`config.mk`:
```
export PLATFORM = sky130hd
export DESIGN_NAME = conv_scheduler
export DESIGN_NICKNAME = d
export VERILOG_FILES = /design/src/rtl/conv_scheduler.sv
export SDC_FILE = /design/constraint.sdc
export NUM_CORES = 1
export LEC_CHECK = 0
export BUFFER_PORTS_ARGS = -buffer_cell sky130_fd_sc_hd__buf_2
export CORE_MARGIN = 2
export CORE_UTILIZATION = 47
export CTS_BUF_LIST = sky130_fd_sc_hd__clkbuf_16
export CTS_CLUSTER_SIZE = 10
export DETAILED_ROUTE_END_ITERATION = 12
export GPL_TIMING_DRIVEN = 0
export PLACE_DENSITY = 0.76
export SYNTH_ARGS = -nofsm -noshare
export SYNTH_HDL_FRONTEND = slang
export SYNTH_SLANG_ARGS = --single-unit
```
`constraint.sdc`:
```
create_clock -name clk -period 2.6 [get_ports clk]
set_clock_uncertainty 0.05 [all_clocks]
set_input_delay 0.52 -clock clk [delete_from_list [all_inputs] [get_ports clk]]
set_output_delay 0.52 -clock clk [all_outputs]
set_load 0.05 [all_outputs]
```
`src/rtl/conv_scheduler.sv`:
```
// Two-requester round-robin front end for a convolution engine: latches the
// winner's operands, fires a start pulse, and acks on completion or timeout.
module conv_scheduler #(
  parameter logic [15:0] TIMEOUT_CYCLES = 16'd4096
) (
  input  logic       clk,
  input  logic       rst,
  input  logic       req0,
  input  logic [7:0] x0,
  input  logic [7:0] y0,
  input  logic [7:0] z0,
  input  logic       req1,
  input  logic [7:0] x1,
  input  logic [7:0] y1,
  input  logic [7:0] z1,
  output logic       ack0,
  output logic       ack1,
  output logic       timeout_err,
  output logic       busy,
  output logic       owner,
  output logic       eng_start,
  output logic [7:0] eng_x,
  output logic [7:0] eng_y,
  output logic [7:0] eng_z,
  input  logic       eng_done
);

  typedef enum logic [2:0] {IDLE, LOAD, START, RUN, DONE} state_t;

  state_t      state_q, state_d;
  logic [15:0] cnt_q;
  logic        owner_q, last_q, tmo_q;
  logic        grant, any_req, terminal;

  assign any_req  = req0 | req1;
  // On a tie the requester that was not served last wins.
  assign grant    = (req0 && req1) ? ~last_q : req1;
  assign terminal = (cnt_q == TIMEOUT_CYCLES - 16'd1);

  always_comb begin
    state_d = state_q;
    case (state_q)
      IDLE:    if (any_req) state_d = LOAD;
      LOAD:    state_d = START;
      START:   state_d = RUN;
      RUN:     if (eng_done || terminal) state_d = DONE;
      DONE:    state_d = IDLE;
      default: state_d = IDLE;
    endcase
  end

  always_ff @(posedge clk) begin
    if (rst) begin
      state_q <= IDLE;
      cnt_q   <= 16'd0;
      owner_q <= 1'b0;
      last_q  <= 1'b1;
      tmo_q   <= 1'b0;
      eng_x   <= 8'd0;
      eng_y   <= 8'd0;
      eng_z   <= 8'd0;
    end else begin
      state_q <= state_d;
      case (state_q)
        IDLE: if (any_req) owner_q <= grant;
        LOAD: begin
          eng_x <= owner_q ? x1 : x0;
          eng_y <= owner_q ? y1 : y0;
          eng_z <= owner_q ? z1 : z0;
          cnt_q <= 16'd0;
          tmo_q <= 1'b0;
        end
        RUN: begin
          if (!terminal) cnt_q <= cnt_q + 16'd1;
          // A completion on the terminal cycle is not a timeout.
          tmo_q <= ~eng_done & terminal;
        end
        DONE: last_q <= owner_q;
        default: ;
      endcase
    end
  end

  assign busy        = (state_q != IDLE);
  assign owner       = owner_q;
  assign eng_start   = (state_q == START);
  assign ack0        = (state_q == DONE) & ~owner_q;
  assign ack1        = (state_q == DONE) &  owner_q;
  assign timeout_err = (state_q == DONE) &  tmo_q;

endmodule

```
==> flow_summary.html, run 1 <==
<table>
<tr><th>Metric</th><th>Value</th></tr>
<tr><th colspan="2">Worst setup path</th></tr>
<tr><td>Cell mode on critical path</td><td>sky130_fd_sc_hd__buf_2</td></tr>
<tr><td>Critical path buffer and inverter count</td><td>3</td></tr>
<tr><td>Crit path max-delay family</td><td>buffers and inverters</td></tr>
<tr><td>CP Data Arrival Time</td><td>~1.7 ns</td></tr>
<tr><td>Crit end category</td><td>primary output</td></tr>
<tr><td>Crit-path slowest cell</td><td>sky130_fd_sc_hd__buf_1</td></tr>
<tr><td>Worst R2R Path Depth</td><td>7</td></tr>
<tr><td>Cell depth of the worst setup path</td><td>4</td></tr>
<tr><td>CP Launch Type</td><td>flip-flop</td></tr>
<tr><td>Delay of the slowest cell on the worst path</td><td>0.53 ns</td></tr>
<tr><td>Critical path, cell by cell</td><td>buf_2, buf_1, nor2_1, buf_2</td></tr>
<tr><td>Required time reported for the critical path endpoint</td><td>slightly above 2 ns</td></tr>
<tr><td>Type of the worst setup path</td><td>reg2out</td></tr>
<tr><td>Maximum fanout along the worst path</td><td>10</td></tr>
<tr><th colspan="2">Synthesis</th></tr>
<tr><td>Number of synthesized flops with an enable pin</td><td>0</td></tr>
<tr><td>Ys Warns</td><td>0</td></tr>
<tr><td>Avg Synthesized Cell Area</td><td>around 8.9 um2</td></tr>
<tr><td>Most instantiated flip-flop cell in the synthesis netlist</td><td>sky130_fd_sc_hd__dfxtp_1</td></tr>
<tr><td>Post-synth net total</td><td>between 300 and 400</td></tr>
<tr><td>Count of mapped cells out of synthesis</td><td>257</td></tr>
<tr><td>Count of unique library cells instantiated by Yosys</td><td>47</td></tr>
<tr><td>Share of flip-flops with an asynchronous set or reset</td><td>0</td></tr>
<tr><td>Cell Area, Synth</td><td>0.00229 mm2</td></tr>
<tr><td>Register area share after synthesis</td><td>0.402</td></tr>
<tr><td>Synth Register Bits</td><td>between 40 and 50</td></tr>
<tr><th colspan="2">Clock tree</th></tr>
<tr><td>Hold bufs inserted after CTS</td><td>0</td></tr>
<tr><td>TritonCTS clock tree</td><td>done</td></tr>
<tr><td>Clock latency reported for the late side of the worst-skew pair</td><td>~0.28 ns</td></tr>
<tr><td>Number of buffers inserted during clock tree synthesis</td><td>5</td></tr>
<tr><td>Number of buffers inserted by post-CTS setup repair</td><td>0</td></tr>
<tr><td>Master cell of the clock root buffer</td><td>sky130_fd_sc_hd__clkbuf_16</td></tr>
<tr><td>Clk buf depth</td><td>2</td></tr>
<tr><td>Clk sink count</td><td>46</td></tr>
<tr><td>Number of gates resized after CTS</td><td>0</td></tr>
<tr><td>Clock-pin slew of the registers on the worst-case setup and hold paths</td><td>~0.060 ns</td></tr>
<tr><td># H-tree levels</td><td>2</td></tr>
<tr><th colspan="2">Placement</th></tr>
<tr><td>DP HPWL</td><td>roughly 4000 um</td></tr>
<tr><td>Count of buffers from port buffering</td><td>81</td></tr>
<tr><td>Routability cong.</td><td>between 0.8 and 0.9</td></tr>
<tr><td>Standard cell area after detailed placement</td><td>0.00278 mm2</td></tr>
<tr><th colspan="2">Die</th></tr>
<tr><td>Overall die height</td><td>approximately 74 um</td></tr>
<tr><td>Top-level port count</td><td>slightly above 80</td></tr>
<tr><td>Core area</td><td>0.00472 mm2</td></tr>
<tr><td>Die Area</td><td>~0.0054 mm2</td></tr>
<tr><td>Chip Width</td><td>approximately 74 um</td></tr>
<tr><td>Placement row count</td><td>25</td></tr>
<tr><td>Initial Util</td><td>0.485</td></tr>
<tr><th colspan="2">Global route</th></tr>
<tr><td>Grt total ovfl</td><td>0</td></tr>
<tr><td>Initial antenna violation count</td><td>0</td></tr>
<tr><td>Global-route track usage on met2</td><td>0.360</td></tr>
<tr><td>Via count of the first global-routing pass</td><td>a little over 2,000</td></tr>
<tr><td>Global-route usage over all layers</td><td>0.210</td></tr>
<tr><td>Global routing usage on met3</td><td>0.0631</td></tr>
<tr><td>Global routing usage on met1</td><td>0.244</td></tr>
<tr><td>Busiest layer in global routing</td><td>met2</td></tr>
<tr><td>Pin count of the biggest net entering global routing</td><td>15</td></tr>
<tr><td>Global-route wire length before repair</td><td>slightly below 9000 um</td></tr>
<tr><th colspan="2">Timing</th></tr>
<tr><td>Final TNS setup</td><td>0 ns</td></tr>
<tr><td>Slew margin rel.</td><td>0.546</td></tr>
<tr><td>Maximum operating frequency</td><td>around 430 MHz</td></tr>
<tr><td>Final setup violation count</td><td>0</td></tr>
<tr><td>Time the final worst path needs with I/O delays and setup</td><td>2.31 ns</td></tr>
<tr><td>Share of the clock period used by the worst path after layout</td><td>0.890</td></tr>
<tr><td>Worst Max-Slew Pin Slew</td><td>just under 0.7 ns</td></tr>
<tr><td>Number of pins exceeding their max-slew limit in the final report</td><td>0</td></tr>
<tr><td>Unrepaired setup endpoints after global routing</td><td>no</td></tr>
<tr><td>Final hold vios</td><td>0</td></tr>
<tr><th colspan="2">Route</th></tr>
<tr><td>Routed vias</td><td>between 2,000 and 2,500</td></tr>
<tr><td>Final ANT Viol Nets</td><td>0</td></tr>
<tr><td>Vias per cell</td><td>5.34</td></tr>
<tr><td>Violation count after the first detailed-route iteration</td><td>90</td></tr>
<tr><td>Wire length per cell after detailed routing</td><td>~13 um</td></tr>
<tr><td>Total DRC errors in the routed layout</td><td>0</td></tr>
<tr><td>Post-Route WL</td><td>about 5500 um</td></tr>
<tr><td>Pre-antenna DRT Iters</td><td>4</td></tr>
<tr><th colspan="2">Layout</th></tr>
<tr><td>Final core utilization</td><td>0.623</td></tr>
<tr><td>Count of filler cells inserted in the layout</td><td>403</td></tr>
<tr><td>Layout Area Growth over Synthesis</td><td>28.6%</td></tr>
<tr><td># nets final</td><td>399</td></tr>
<tr><td>Fraction of final layout cells sized beyond drive strength 1</td><td>0.315</td></tr>
<tr><td>Diode count</td><td>0</td></tr>
<tr><td>Layout Cell Area excl Fill</td><td>about 0.0029 mm2</td></tr>
<tr><th colspan="2">Power and ir drop</th></tr>
<tr><td>Internal cell power</td><td>1.34 mW</td></tr>
<tr><td>Part of the power in registers</td><td>0.399</td></tr>
<tr><td>Switching power</td><td>approximately 600 uW</td></tr>
<tr><td>Part of the total power dissipated in combinational logic</td><td>0.234</td></tr>
<tr><td>Worst IR Drop VDD</td><td>0.000433 V</td></tr>
<tr><td>Switching share of power</td><td>0.310</td></tr>
<tr><td>Lkg Pwr</td><td>1.21 nW</td></tr>
<tr><td>Clock share of power</td><td>0.367</td></tr>
<tr><td>Power density over the cells</td><td>roughly 660 mW/mm2</td></tr>
<tr><th colspan="2">Hold path</th></tr>
<tr><td>Instance count along the most critical hold path</td><td>2</td></tr>
<tr><td>Class of the tightest hold or removal check</td><td>reg2reg</td></tr>
<tr><th colspan="2">Outcome</th></tr>
<tr><td>Run status</td><td>finished clean</td></tr>
<tr><th colspan="2">Run</th></tr>
<tr><td>Max-cap violations</td><td>0</td></tr>
</table>
[cells in the mapped netlist (2+ instances only)]
master	number	share of area
sky130_fd_sc_hd__dfxtp_1	46	0.40
sky130_fd_sc_hd__nand3_1	7	0.015
sky130_fd_sc_hd__clkbuf_1	8	0.013
sky130_fd_sc_hd__or4_1	5	0.016
sky130_fd_sc_hd__o21ai_0	2	0.0044
sky130_fd_sc_hd__nand4_1	4	0.011
sky130_fd_sc_hd__or2_2	2	0.0055
sky130_fd_sc_hd__o311ai_0	2	0.0077
sky130_fd_sc_hd__o211ai_1	4	0.013
sky130_fd_sc_hd__xor2_1	3	0.011
sky130_fd_sc_hd__inv_1	2	0.0033
sky130_fd_sc_hd__clkbuf_8	2	0.012
sky130_fd_sc_hd__nand2b_1	3	0.0082
sky130_fd_sc_hd__buf_2	8	0.017
sky130_fd_sc_hd__and4_4	2	0.0098
sky130_fd_sc_hd__a21o_1	2	0.0066
sky130_fd_sc_hd__buf_6	3	0.015
sky130_fd_sc_hd__mux2i_1	24	0.10
sky130_fd_sc_hd__nor3_1	6	0.013
sky130_fd_sc_hd__or3_1	3	0.0082
sky130_fd_sc_hd__a211oi_1	24	0.079
sky130_fd_sc_hd__buf_1	2	0.0033
sky130_fd_sc_hd__nor2_1	31	0.051
sky130_fd_sc_hd__nand2_1	18	0.030
sky130_fd_sc_hd__and3_1	4	0.011
sky130_fd_sc_hd__a31oi_1	9	0.025
sky130_fd_sc_hd__a21oi_1	9	0.020
sky130_fd_sc_hd__or4b_1	3	0.013
[registers in the layout, indices dropped and copies added, names as in the netlist]
name	flops
cnt_q	16
eng_x	8
eng_y	8
eng_z	8
state_q	3
last_q	1
owner	1
tmo_q	1
[worst paths after layout]
check / from / end / slack [ns]
worst min register to register: tmo_q$_SDFFE_PP0P_ / tmo_q$_SDFFE_PP0P_ / 0.41
worst max-delay path: owner$_SDFFE_PP0P_ / ack0 / 0.29
worst min-delay path: tmo_q$_SDFFE_PP0P_ / tmo_q$_SDFFE_PP0P_ / 0.41
worst max register to register: cnt_q[0]$_SDFFE_PP0P_ / cnt_q[2]$_SDFFE_PP0P_ / 0.54
[layout by cell type (no fill, tap or decap), types with 2 or more instances in the layout]
cell,synthesis,routed
sky130_fd_sc_hd__nand2b_1,3,3
sky130_fd_sc_hd__nand3_1,7,7
sky130_fd_sc_hd__a211oi_1,24,24
sky130_fd_sc_hd__or4b_1,3,3
sky130_fd_sc_hd__nor3_1,6,6
sky130_fd_sc_hd__nand4_1,4,4
sky130_fd_sc_hd__mux2i_1,24,24
sky130_fd_sc_hd__nor2_1,31,31
sky130_fd_sc_hd__buf_6,3,3
sky130_fd_sc_hd__or2_2,2,2
sky130_fd_sc_hd__clkbuf_8,2,2
sky130_fd_sc_hd__o311ai_0,2,2
sky130_fd_sc_hd__a31oi_1,9,9
sky130_fd_sc_hd__buf_2,8,89
sky130_fd_sc_hd__or3_1,3,3
sky130_fd_sc_hd__inv_1,2,3
sky130_fd_sc_hd__and3_1,4,4
sky130_fd_sc_hd__o21ai_0,2,2
sky130_fd_sc_hd__buf_1,2,2
sky130_fd_sc_hd__and4_4,2,2
sky130_fd_sc_hd__clkbuf_1,8,8
sky130_fd_sc_hd__clkbuf_16,0,5
sky130_fd_sc_hd__a21o_1,2,2
sky130_fd_sc_hd__o211ai_1,4,4
sky130_fd_sc_hd__xor2_1,3,3
sky130_fd_sc_hd__dfxtp_1,46,46
sky130_fd_sc_hd__nand2_1,18,18
sky130_fd_sc_hd__or4_1,5,5
sky130_fd_sc_hd__a21oi_1,9,9
[cells by family (layout without fill, tap and decap cells)]
group           after synthesis  after routing  share of synthesized area
buf+inv                      26            115                     0.0678
mux                          24             24                      0.105
compound gates               60             60                      0.184
simple gates                 97             97                      0.224
flops                        46             46                      0.402
xor+xnor                      3              3                     0.0115
fa+ha+maj                     1              1                    0.00547
[final cells by class]
class	count	area [um2]	share of cell area
plain buffers	24	148	0.0501
inverters	2	7.51	0.00255
flip-flops and latches	46	921	0.313
clock inverters	3	41.3	0.0140
clock buffers	5	125	0.0425
multi-input cells	185	1210	0.412
repair buffers	81	405	0.138
well taps	67	83.8	0.0285
[routing by layer]
layer  wire length [um]  up-vias
met2               2620       71
met5                  0        -
met4                 82        0
met1               2450     1002
li1                   -     1125
met3                353        9
[tightest hold or removal path: stages (launching register included)]
cell and delay [ns]:
sky130_fd_sc_hd__dfxtp_1 0.31, sky130_fd_sc_hd__nand2_1 0.05, sky130_fd_sc_hd__a21oi_1 0.05
[power groups by stage]
stage / Sequential, mW / Clock (mW) / Combinational (mW)
6_report: 0.775 / 0.713 / 0.455
4_1_cts: 0.774 / 0.730 / 0.458
3_3_place_gp: 0.788 / 0 / 0.453
5_1_grt: 0.780 / 0.754 / 0.490
2_1_floorplan: 0.935 / 0 / 0.183
3_5_place_dp: 0.789 / 0 / 0.458
[per-stage QoR]
| stage | total power, mW | hold slack [ns] | setup WS, ns | std cells |
|---|---|---|---|---|
| detailed placement | 1.25 | 0.395 | 0.563 | 405 |
| global route | 2.02 | 0.435 | 0.168 | 413 |
| finish | 1.94 | 0.406 | 0.287 | 413 |
| global placement | 1.24 | 0.392 | 0.569 | 405 |
| floorplan | 1.12 | 0.377 | 0.317 | 257 |
| CTS | 1.96 | 0.404 | 0.272 | 413 |
(Power assumes the default switching activity.)
==> run 2, diff against run 1 <==
--- a/config.mk
+++ b/config.mk
@@ -5,14 +5,15 @@
 export SDC_FILE = /design/constraint.sdc
 export NUM_CORES = 1
 export LEC_CHECK = 0
+export ABC_AREA = 1
 export BUFFER_PORTS_ARGS = -buffer_cell sky130_fd_sc_hd__buf_2
-export CORE_MARGIN = 2
+export CAP_MARGIN = 5
 export CORE_UTILIZATION = 47
 export CTS_BUF_LIST = sky130_fd_sc_hd__clkbuf_16
 export CTS_CLUSTER_SIZE = 10
 export DETAILED_ROUTE_END_ITERATION = 12
 export GPL_TIMING_DRIVEN = 0
-export PLACE_DENSITY = 0.76
+export PLACE_DENSITY = 0.75
 export SYNTH_ARGS = -nofsm -noshare
 export SYNTH_HDL_FRONTEND = slang
 export SYNTH_SLANG_ARGS = --single-unit
==> flow_summary.html, run 2 <==
<table>
<tr><th>Metric</th><th>Value</th></tr>
<tr><th colspan="2">Layout</th></tr>
<tr><td>Layout Area Growth over Synthesis</td><td>25.4%</td></tr>
<tr><td># nets final</td><td>slightly above 500</td></tr>
<tr><td>Diode count</td><td>0</td></tr>
<tr><td>Layout Cell Area excl Fill</td><td>between 0.003 and 0.004 mm2</td></tr>
<tr><td>Max reg flops</td><td>16</td></tr>
<tr><td>Count of filler cells inserted in the layout</td><td>between 500 and 600</td></tr>
<tr><td>Fraction of final layout cells sized beyond drive strength 1</td><td>0.241</td></tr>
<tr><td>Most common cell after layout, fill and taps aside</td><td>sky130_fd_sc_hd__buf_2</td></tr>
<tr><td>Most frequent cells in the layout</td><td>sky130_fd_sc_hd__buf_2, sky130_fd_sc_hd__inv_1, sky130_fd_sc_hd__nand2_1</td></tr>
<tr><td>Largest register by flop count</td><td>cnt_q</td></tr>
<tr><th colspan="2">Timing</th></tr>
<tr><td>Worst Max-Slew Pin Slew</td><td>0.519 ns</td></tr>
<tr><td>Final hold vios</td><td>0</td></tr>
<tr><td>Time the final worst path needs with I/O delays and setup</td><td>~2.2 ns</td></tr>
<tr><td>Slew margin rel.</td><td>0.654</td></tr>
<tr><td>Maximum operating frequency</td><td>about 440 MHz</td></tr>
<tr><td>Share of the clock period used by the worst path after layout</td><td>0.865</td></tr>
<tr><td>Unrepaired setup endpoints after global routing</td><td>no</td></tr>
<tr><td>Final TNS setup</td><td>0 ns</td></tr>
<tr><td>Final setup violation count</td><td>0</td></tr>
<tr><td>Number of pins exceeding their max-slew limit in the final report</td><td>0</td></tr>
<tr><th colspan="2">Worst setup path</th></tr>
<tr><td>Required time reported for the critical path endpoint</td><td>2.03 ns</td></tr>
<tr><td>CP Launch Type</td><td>flip-flop</td></tr>
<tr><td>CP Data Arrival Time</td><td>1.68 ns</td></tr>
<tr><td>Maximum fanout along the worst path</td><td>10</td></tr>
<tr><td>Crit end category</td><td>primary output</td></tr>
<tr><td>Type of the worst setup path</td><td>reg2out</td></tr>
<tr><th colspan="2">Placement</th></tr>
<tr><td>Routability cong.</td><td>approximately 0.80</td></tr>
<tr><td>Count of buffers from port buffering</td><td>81</td></tr>
<tr><td>Standard cell area after detailed placement</td><td>between 0.003 and 0.004 mm2</td></tr>
<tr><td>DP HPWL</td><td>approximately 4600 um</td></tr>
<tr><th colspan="2">Clock tree</th></tr>
<tr><td>Clk sink count</td><td>46</td></tr>
<tr><td>Number of gates resized after CTS</td><td>0</td></tr>
<tr><td>Number of buffers inserted during clock tree synthesis</td><td>5</td></tr>
<tr><td>TritonCTS clock tree</td><td>done</td></tr>
<tr><td>Clk buf depth</td><td>2</td></tr>
<tr><td>Clock latency reported for the late side of the worst-skew pair</td><td>between 0.2 and 0.3 ns</td></tr>
<tr><td>Hold bufs inserted after CTS</td><td>0</td></tr>
<tr><td># H-tree levels</td><td>2</td></tr>
<tr><td>Clock-pin slew of the registers on the worst-case setup and hold paths</td><td>roughly 0.07 ns</td></tr>
<tr><td>Number of buffers inserted by post-CTS setup repair</td><td>0</td></tr>
<tr><td>Master cell of the clock root buffer</td><td>sky130_fd_sc_hd__clkbuf_16</td></tr>
<tr><th colspan="2">Global route</th></tr>
<tr><td>Pin count of the biggest net entering global routing</td><td>16</td></tr>
<tr><td>Via count of the first global-routing pass</td><td>2,219</td></tr>
<tr><td>Initial antenna violation count</td><td>0</td></tr>
<tr><td>Global-route usage over all layers</td><td>0.226</td></tr>
<tr><td>Global-route wire length before repair</td><td>about 9800 um</td></tr>
<tr><td>Grt total ovfl</td><td>0</td></tr>
<tr><th colspan="2">Route</th></tr>
<tr><td>Final ANT Viol Nets</td><td>0</td></tr>
<tr><td>Pre-antenna DRT Iters</td><td>4</td></tr>
<tr><td>Routed vias</td><td>between 2,000 and 3,000</td></tr>
<tr><td>Post-Route WL</td><td>~6200 um</td></tr>
<tr><td>Total DRC errors in the routed layout</td><td>0</td></tr>
<tr><td>Wire length per cell after detailed routing</td><td>between 10 and 15 um</td></tr>
<tr><td>Violation count after the first detailed-route iteration</td><td>108</td></tr>
<tr><td>Vias per cell</td><td>around 4.9</td></tr>
<tr><th colspan="2">Die</th></tr>
<tr><td>Overall die height</td><td>between 70 and 80 um</td></tr>
<tr><td>Chip Width</td><td>75.2 um</td></tr>
<tr><td>Die Area</td><td>about 0.0056 mm2</td></tr>
<tr><td>Core area</td><td>~0.0051 mm2</td></tr>
<tr><td>Placement row count</td><td>26</td></tr>
<tr><td>Initial Util</td><td>0.490</td></tr>
<tr><td>Top-level port count</td><td>83</td></tr>
<tr><th colspan="2">Synthesis</th></tr>
<tr><td>Most instantiated flip-flop cell in the synthesis netlist</td><td>sky130_fd_sc_hd__dfxtp_1</td></tr>
<tr><td>Share of the synthesized area in the top cell type</td><td>0.366</td></tr>
<tr><td>Yosys top cell by area</td><td>sky130_fd_sc_hd__dfxtp_1</td></tr>
<tr><td>Register area share after synthesis</td><td>0.366</td></tr>
<tr><td>Count of unique library cells instantiated by Yosys</td><td>28</td></tr>
<tr><td>Synth Register Bits</td><td>46</td></tr>
<tr><td>Number of synthesized flops with an enable pin</td><td>0</td></tr>
<tr><td>Count of mapped cells out of synthesis</td><td>around 370</td></tr>
<tr><td>Most common cell in the netlist</td><td>sky130_fd_sc_hd__inv_1</td></tr>
<tr><td>Share of flip-flops with an asynchronous set or reset</td><td>0</td></tr>
<tr><td>Avg Synthesized Cell Area</td><td>about 6.8 um2</td></tr>
<tr><td>Top cells by instance count after synthesis</td><td>sky130_fd_sc_hd__inv_1, sky130_fd_sc_hd__nand2_1, sky130_fd_sc_hd__nor2_1</td></tr>
<tr><td>Cell Area, Synth</td><td>about 0.0025 mm2</td></tr>
<tr><td>Post-synth net total</td><td>between 400 and 500</td></tr>
<tr><td>Cells taking the most area after synthesis</td><td>sky130_fd_sc_hd__dfxtp_1, sky130_fd_sc_hd__a211oi_1, sky130_fd_sc_hd__inv_1, sky130_fd_sc_hd__nand2_1, sky130_fd_sc_hd__nor2_1</td></tr>
<tr><td>Ys Warns</td><td>0</td></tr>
<tr><th colspan="2">Outcome</th></tr>
<tr><td>Run status</td><td>finished clean</td></tr>
<tr><th colspan="2">Run</th></tr>
<tr><td>Max-cap violations</td><td>0</td></tr>
<tr><th colspan="2">Power and ir drop</th></tr>
<tr><td>Lkg Pwr</td><td>between 1.5 and 2 nW</td></tr>
<tr><td>Worst IR Drop VDD</td><td>between 0.0003 and 0.0004 V</td></tr>
<tr><td>Power density over the cells</td><td>between 600 and 700 mW/mm2</td></tr>
<tr><th colspan="2">Hold path</th></tr>
<tr><td>Class of the tightest hold or removal check</td><td>reg2reg</td></tr>
</table>
## run 2: changes by cell type after synthesis, sizes merged, moves of 7 or more
cell,change
nor2,+22
buf,-7
nand3,+21
a211oi,+24
mux2i,-24
a21oi,+7
nand2,+44
inv,+72
a31oi,-8
## run 2: layout make-up
cell class,instances,area [um2],area share
Buffer,20,97.6,0.0309
Clock buffer,5,125,0.0397
Clock inverter,3,20.0,0.00635
Inverter,74,278,0.0881
Multi-Input combinational cell,228,1220,0.387
Sequential cell,46,921,0.292
Tap cell,70,87.6,0.0278
Timing Repair Buffer,81,405,0.129
## run 2: path summary, 6_finish.rpt
path / startpoint / to / slack [ns] / cells past startpoint
worst min-delay path: eng_y[5]$_SDFFE_PP0P_ / eng_y[5]$_SDFFE_PP0P_ / 0.40 / 2
worst max-delay path: owner$_SDFFE_PP0P_ / ack1 / 0.35 / 5
worst max register to register: cnt_q[0]$_SDFFE_PP0P_ / cnt_q[7]$_SDFFE_PP0P_ / 0.93 / 9
worst min register to register: eng_y[5]$_SDFFE_PP0P_ / eng_y[5]$_SDFFE_PP0P_ / 0.40 / 2
## run 2: worst max-delay path: stages (launching register included)
cell,delay (ns)
sky130_fd_sc_hd__dfxtp_1,0.32
sky130_fd_sc_hd__clkbuf_1,0.22
sky130_fd_sc_hd__clkbuf_1,0.39
sky130_fd_sc_hd__nand2_1,0.14
sky130_fd_sc_hd__inv_1,0.07
sky130_fd_sc_hd__buf_2,0.25
## run 2: cells by family after synthesis
logic type / Yosys count / share of synthesized area
AO/OA/AOI/OAI: 73 / 0.197
adder cells (fa/ha/maj): 1 / 0.00497
buffers and inverters: 94 / 0.149
flip-flops: 46 / 0.366
AND/OR/NAND/NOR: 154 / 0.282
## run 2: per-stage QoR
step	total power, mW	std cells	worst slack, ns	utilization	hold WS (ns)
floorplan	1.25	368	0.486	-	0.379
global placement	1.40	519	0.651	0.585	0.391
detailed placement	1.40	519	0.659	0.585	0.395
CTS	2.04	527	0.331	0.614	0.409
global route	2.12	527	0.182	0.614	0.421
finish	2.03	527	0.350	0.614	0.403
## run 2: routing by layer
layer | share of wire | wire length [um] | track usage | vias up
met1 | 0.47 | 2910 | 0.293 | 1142
li1 | - | - | - | 1364
met5 | 0 | 0 | 0 | -
met3 | 0.045 | 279 | 0.0616 | 9
met2 | 0.47 | 2890 | 0.362 | 63
met4 | 0.016 | 96 | 0.0823 | 0
## run 2: where the power goes
part | total (mW) | internal (mW) | switching, mW
sequential | 0.807 | 0.768 | 0.0384
combinational | 0.582 | 0.164 | 0.418
clock | 0.643 | 0.357 | 0.286
==> run 3, diff against run 2 <==
--- a/config.mk
+++ b/config.mk
@@ -8,12 +8,12 @@
 export ABC_AREA = 1
 export BUFFER_PORTS_ARGS = -buffer_cell sky130_fd_sc_hd__buf_2
 export CAP_MARGIN = 5
-export CORE_UTILIZATION = 47
+export CORE_UTILIZATION = 51
 export CTS_BUF_LIST = sky130_fd_sc_hd__clkbuf_16
 export CTS_CLUSTER_SIZE = 10
 export DETAILED_ROUTE_END_ITERATION = 12
-export GPL_TIMING_DRIVEN = 0
-export PLACE_DENSITY = 0.75
+export PLACE_DENSITY = 0.8
+export REMOVE_ABC_BUFFERS = 1
 export SYNTH_ARGS = -nofsm -noshare
 export SYNTH_HDL_FRONTEND = slang
 export SYNTH_SLANG_ARGS = --single-unit
==> flow_summary.html, run 3 (synthesized netlist as in run 2, its figures left out) <==
<table>
<tr><th>Metric</th><th>Value</th></tr>
<tr><th colspan="2">Outcome</th></tr>
<tr><td>Run status</td><td>finished clean</td></tr>
<tr><th colspan="2">Worst setup path</th></tr>
<tr><td>Type of the worst setup path</td><td>reg2out</td></tr>
<tr><td>Maximum fanout along the worst path</td><td>5</td></tr>
<tr><td>Required time reported for the critical path endpoint</td><td>approximately 2 ns</td></tr>
<tr><td>CP Launch Type</td><td>flip-flop</td></tr>
<tr><td>Crit end category</td><td>primary output</td></tr>
<tr><td>Cell mode on critical path</td><td>sky130_fd_sc_hd__inv_1</td></tr>
<tr><td>Critical path, cell by cell</td><td>inv_1, nor3_1, inv_1, nor2_1, buf_2</td></tr>
<tr><td>Delay of the slowest cell on the worst path</td><td>between 0.3 and 0.4 ns</td></tr>
<tr><td>Crit-path slowest cell</td><td>sky130_fd_sc_hd__dfxtp_1</td></tr>
<tr><td>CP Data Arrival Time</td><td>1.44 ns</td></tr>
<tr><th colspan="2">Global route</th></tr>
<tr><td>Initial antenna violation count</td><td>0</td></tr>
<tr><td>Via count of the first global-routing pass</td><td>roughly 2,200</td></tr>
<tr><td>Global-route track usage on met2</td><td>0.400</td></tr>
<tr><td>Grt total ovfl</td><td>0</td></tr>
<tr><td>Pin count of the biggest net entering global routing</td><td>38</td></tr>
<tr><td>Global-route wire length before repair</td><td>9720 um</td></tr>
<tr><td>Global routing usage on met1</td><td>0.288</td></tr>
<tr><td>Busiest layer in global routing</td><td>met2</td></tr>
<tr><td>Global-route usage over all layers</td><td>0.237</td></tr>
<tr><td>Global routing usage on met3</td><td>0.0750</td></tr>
<tr><th colspan="2">Layout</th></tr>
<tr><td>Final cell count without fillers</td><td>between 500 and 600</td></tr>
<tr><td>Largest register by flop count</td><td>cnt_q</td></tr>
<tr><td>Max reg flops</td><td>16</td></tr>
<tr><td>Count of filler cells inserted in the layout</td><td>roughly 400</td></tr>
<tr><td>Layout Area Growth over Synthesis</td><td>24.1%</td></tr>
<tr><td>Most common cell after layout, fill and taps aside</td><td>sky130_fd_sc_hd__buf_2</td></tr>
<tr><td>Diode count</td><td>0</td></tr>
<tr><td>Fraction of final layout cells sized beyond drive strength 1</td><td>0.247</td></tr>
<tr><td>Area used by multi-input combinational logic</td><td>~0.0012 mm2</td></tr>
<tr><td>Register area</td><td>921 um2</td></tr>
<tr><td># nets final</td><td>between 400 and 500</td></tr>
<tr><td>Most frequent cells in the layout</td><td>sky130_fd_sc_hd__buf_2, sky130_fd_sc_hd__inv_1, sky130_fd_sc_hd__nand2_1</td></tr>
<tr><th colspan="2">Placement</th></tr>
<tr><td>Count of buffers from port buffering</td><td>around 80</td></tr>
<tr><td>DP HPWL</td><td>4150 um</td></tr>
<tr><td>Worst slack, placed</td><td>~0.84 ns</td></tr>
<tr><td>Dpl cells</td><td>501</td></tr>
<tr><td>Routability cong.</td><td>around 0.87</td></tr>
<tr><th colspan="2">Timing</th></tr>
<tr><td>Number of pins exceeding their max-slew limit in the final report</td><td>0</td></tr>
<tr><td>Unrepaired setup endpoints after global routing</td><td>no</td></tr>
<tr><td>Maximum operating frequency</td><td>497 MHz</td></tr>
<tr><td>Share of the clock period used by the worst path after layout</td><td>0.774</td></tr>
<tr><td>Final TNS setup</td><td>0 ns</td></tr>
<tr><td>Time the final worst path needs with I/O delays and setup</td><td>2.01 ns</td></tr>
<tr><td>Worst Max-Slew Pin Slew</td><td>0.561 ns</td></tr>
<tr><td>Worst-case setup margin in the final layout</td><td>between 0.5 and 0.6 ns</td></tr>
<tr><td>Slew margin rel.</td><td>0.626</td></tr>
<tr><td>Final setup violation count</td><td>0</td></tr>
<tr><td>Final hold vios</td><td>0</td></tr>
<tr><th colspan="2">Route</th></tr>
<tr><td>Wire length per cell after detailed routing</td><td>roughly 12 um</td></tr>
<tr><td>Vias per cell</td><td>5.02</td></tr>
<tr><td>Post-Route WL</td><td>roughly 5900 um</td></tr>
<tr><td>Pre-antenna DRT Iters</td><td>4</td></tr>
<tr><td>Final ANT Viol Nets</td><td>0</td></tr>
<tr><td>Routed vias</td><td>about 2,600</td></tr>
<tr><td>Total DRC errors in the routed layout</td><td>0</td></tr>
<tr><td>Violation count after the first detailed-route iteration</td><td>between 100 and 150</td></tr>
<tr><th colspan="2">Clock tree</th></tr>
<tr><td>Clock-pin slew of the registers on the worst-case setup and hold paths</td><td>around 0.060 ns</td></tr>
<tr><td>Number of gates resized after CTS</td><td>0</td></tr>
<tr><td>TritonCTS clock tree</td><td>done</td></tr>
<tr><td># H-tree levels</td><td>2</td></tr>
<tr><td>Number of buffers inserted by post-CTS setup repair</td><td>0</td></tr>
<tr><td>Clock latency reported for the late side of the worst-skew pair</td><td>slightly below 0.3 ns</td></tr>
<tr><td>Clk sink count</td><td>46</td></tr>
<tr><td>Master cell of the clock root buffer</td><td>sky130_fd_sc_hd__clkbuf_16</td></tr>
<tr><td>Hold bufs inserted after CTS</td><td>0</td></tr>
<tr><td>Number of buffers inserted during clock tree synthesis</td><td>5</td></tr>
<tr><td>Clk buf depth</td><td>2</td></tr>
<tr><th colspan="2">Hold path</th></tr>
<tr><td>Class of the tightest hold or removal check</td><td>reg2reg</td></tr>
<tr><th colspan="2">Die</th></tr>
<tr><td>Chip Width</td><td>~72 um</td></tr>
<tr><td>Top-level port count</td><td>83</td></tr>
<tr><td>Overall die height</td><td>72.2 um</td></tr>
<tr><td>Die Area</td><td>between 0.005 and 0.006 mm2</td></tr>
<tr><td>Core area</td><td>approximately 0.0047 mm2</td></tr>
<tr><td>Initial Util</td><td>0.533</td></tr>
<tr><td>Placement row count</td><td>25</td></tr>
<tr><th colspan="2">Run</th></tr>
<tr><td>Max-cap violations</td><td>0</td></tr>
<tr><th colspan="2">Power and ir drop</th></tr>
<tr><td>Lkg Pwr</td><td>around 1.5 nW</td></tr>
<tr><td>Worst IR Drop VDD</td><td>0.000450 V</td></tr>
<tr><td>Power density over the cells</td><td>roughly 670 mW/mm2</td></tr>
</table>
run 3: layout make-up:
type,count,area share
Multi-Input combinational cell,228,0.391
Sequential cell,46,0.295
Timing Repair Buffer,86,0.145
Inverter,74,0.0890
Clock buffer,5,0.0401
Tap cell,67,0.0269
Clock inverter,3,0.0132
run 3: worst max-delay path: cells and delay by family, from the launching register on:
| kind | cells | cell delay, ns |
|---|---|---|
| buf+inv | 3 | 0.48 |
| flops | 1 | 0.33 |
| simple gates | 2 | 0.34 |
run 3: through the flow:
stage	total power [mW]	hold WS [ns]	util	cell area, um2
after floorplan	1.22	0.379	-	2420
after global placement	1.37	0.390	0.626	2960
after detailed placement	1.38	0.397	0.626	2960
after CTS	2.10	0.407	0.661	3120
after global routing	2.19	0.429	0.661	3120
final	2.09	0.404	0.661	3120
run 3: path summary, 6_finish.rpt:
kind                                start                    end  slack (ns)  cells after the start
setup reg to reg  state_q[1]$_SDFFE_PP0P_  eng_z[0]$_SDFFE_PP0P_        0.82                      5
hold / removal      eng_y[0]$_SDFFE_PP0P_  eng_y[0]$_SDFFE_PP0P_        0.40                      2
hold reg to reg     eng_y[0]$_SDFFE_PP0P_  eng_y[0]$_SDFFE_PP0P_        0.40                      2
setup / recovery  state_q[2]$_SDFFE_PP0P_            timeout_err        0.59                      5
run 3: layer usage:
metal  up-vias  wire [um]
met5         -          0
met4         0         66
met3         5        347
met2        78       2750
met1      1136       2730
li1       1336          -
run 3: report_power, final:
group,switching (mW),total (mW),internal [mW]
Combinational,0.406,0.564,0.158
Clock,0.270,0.720,0.450
Sequential,0.0389,0.807,0.769
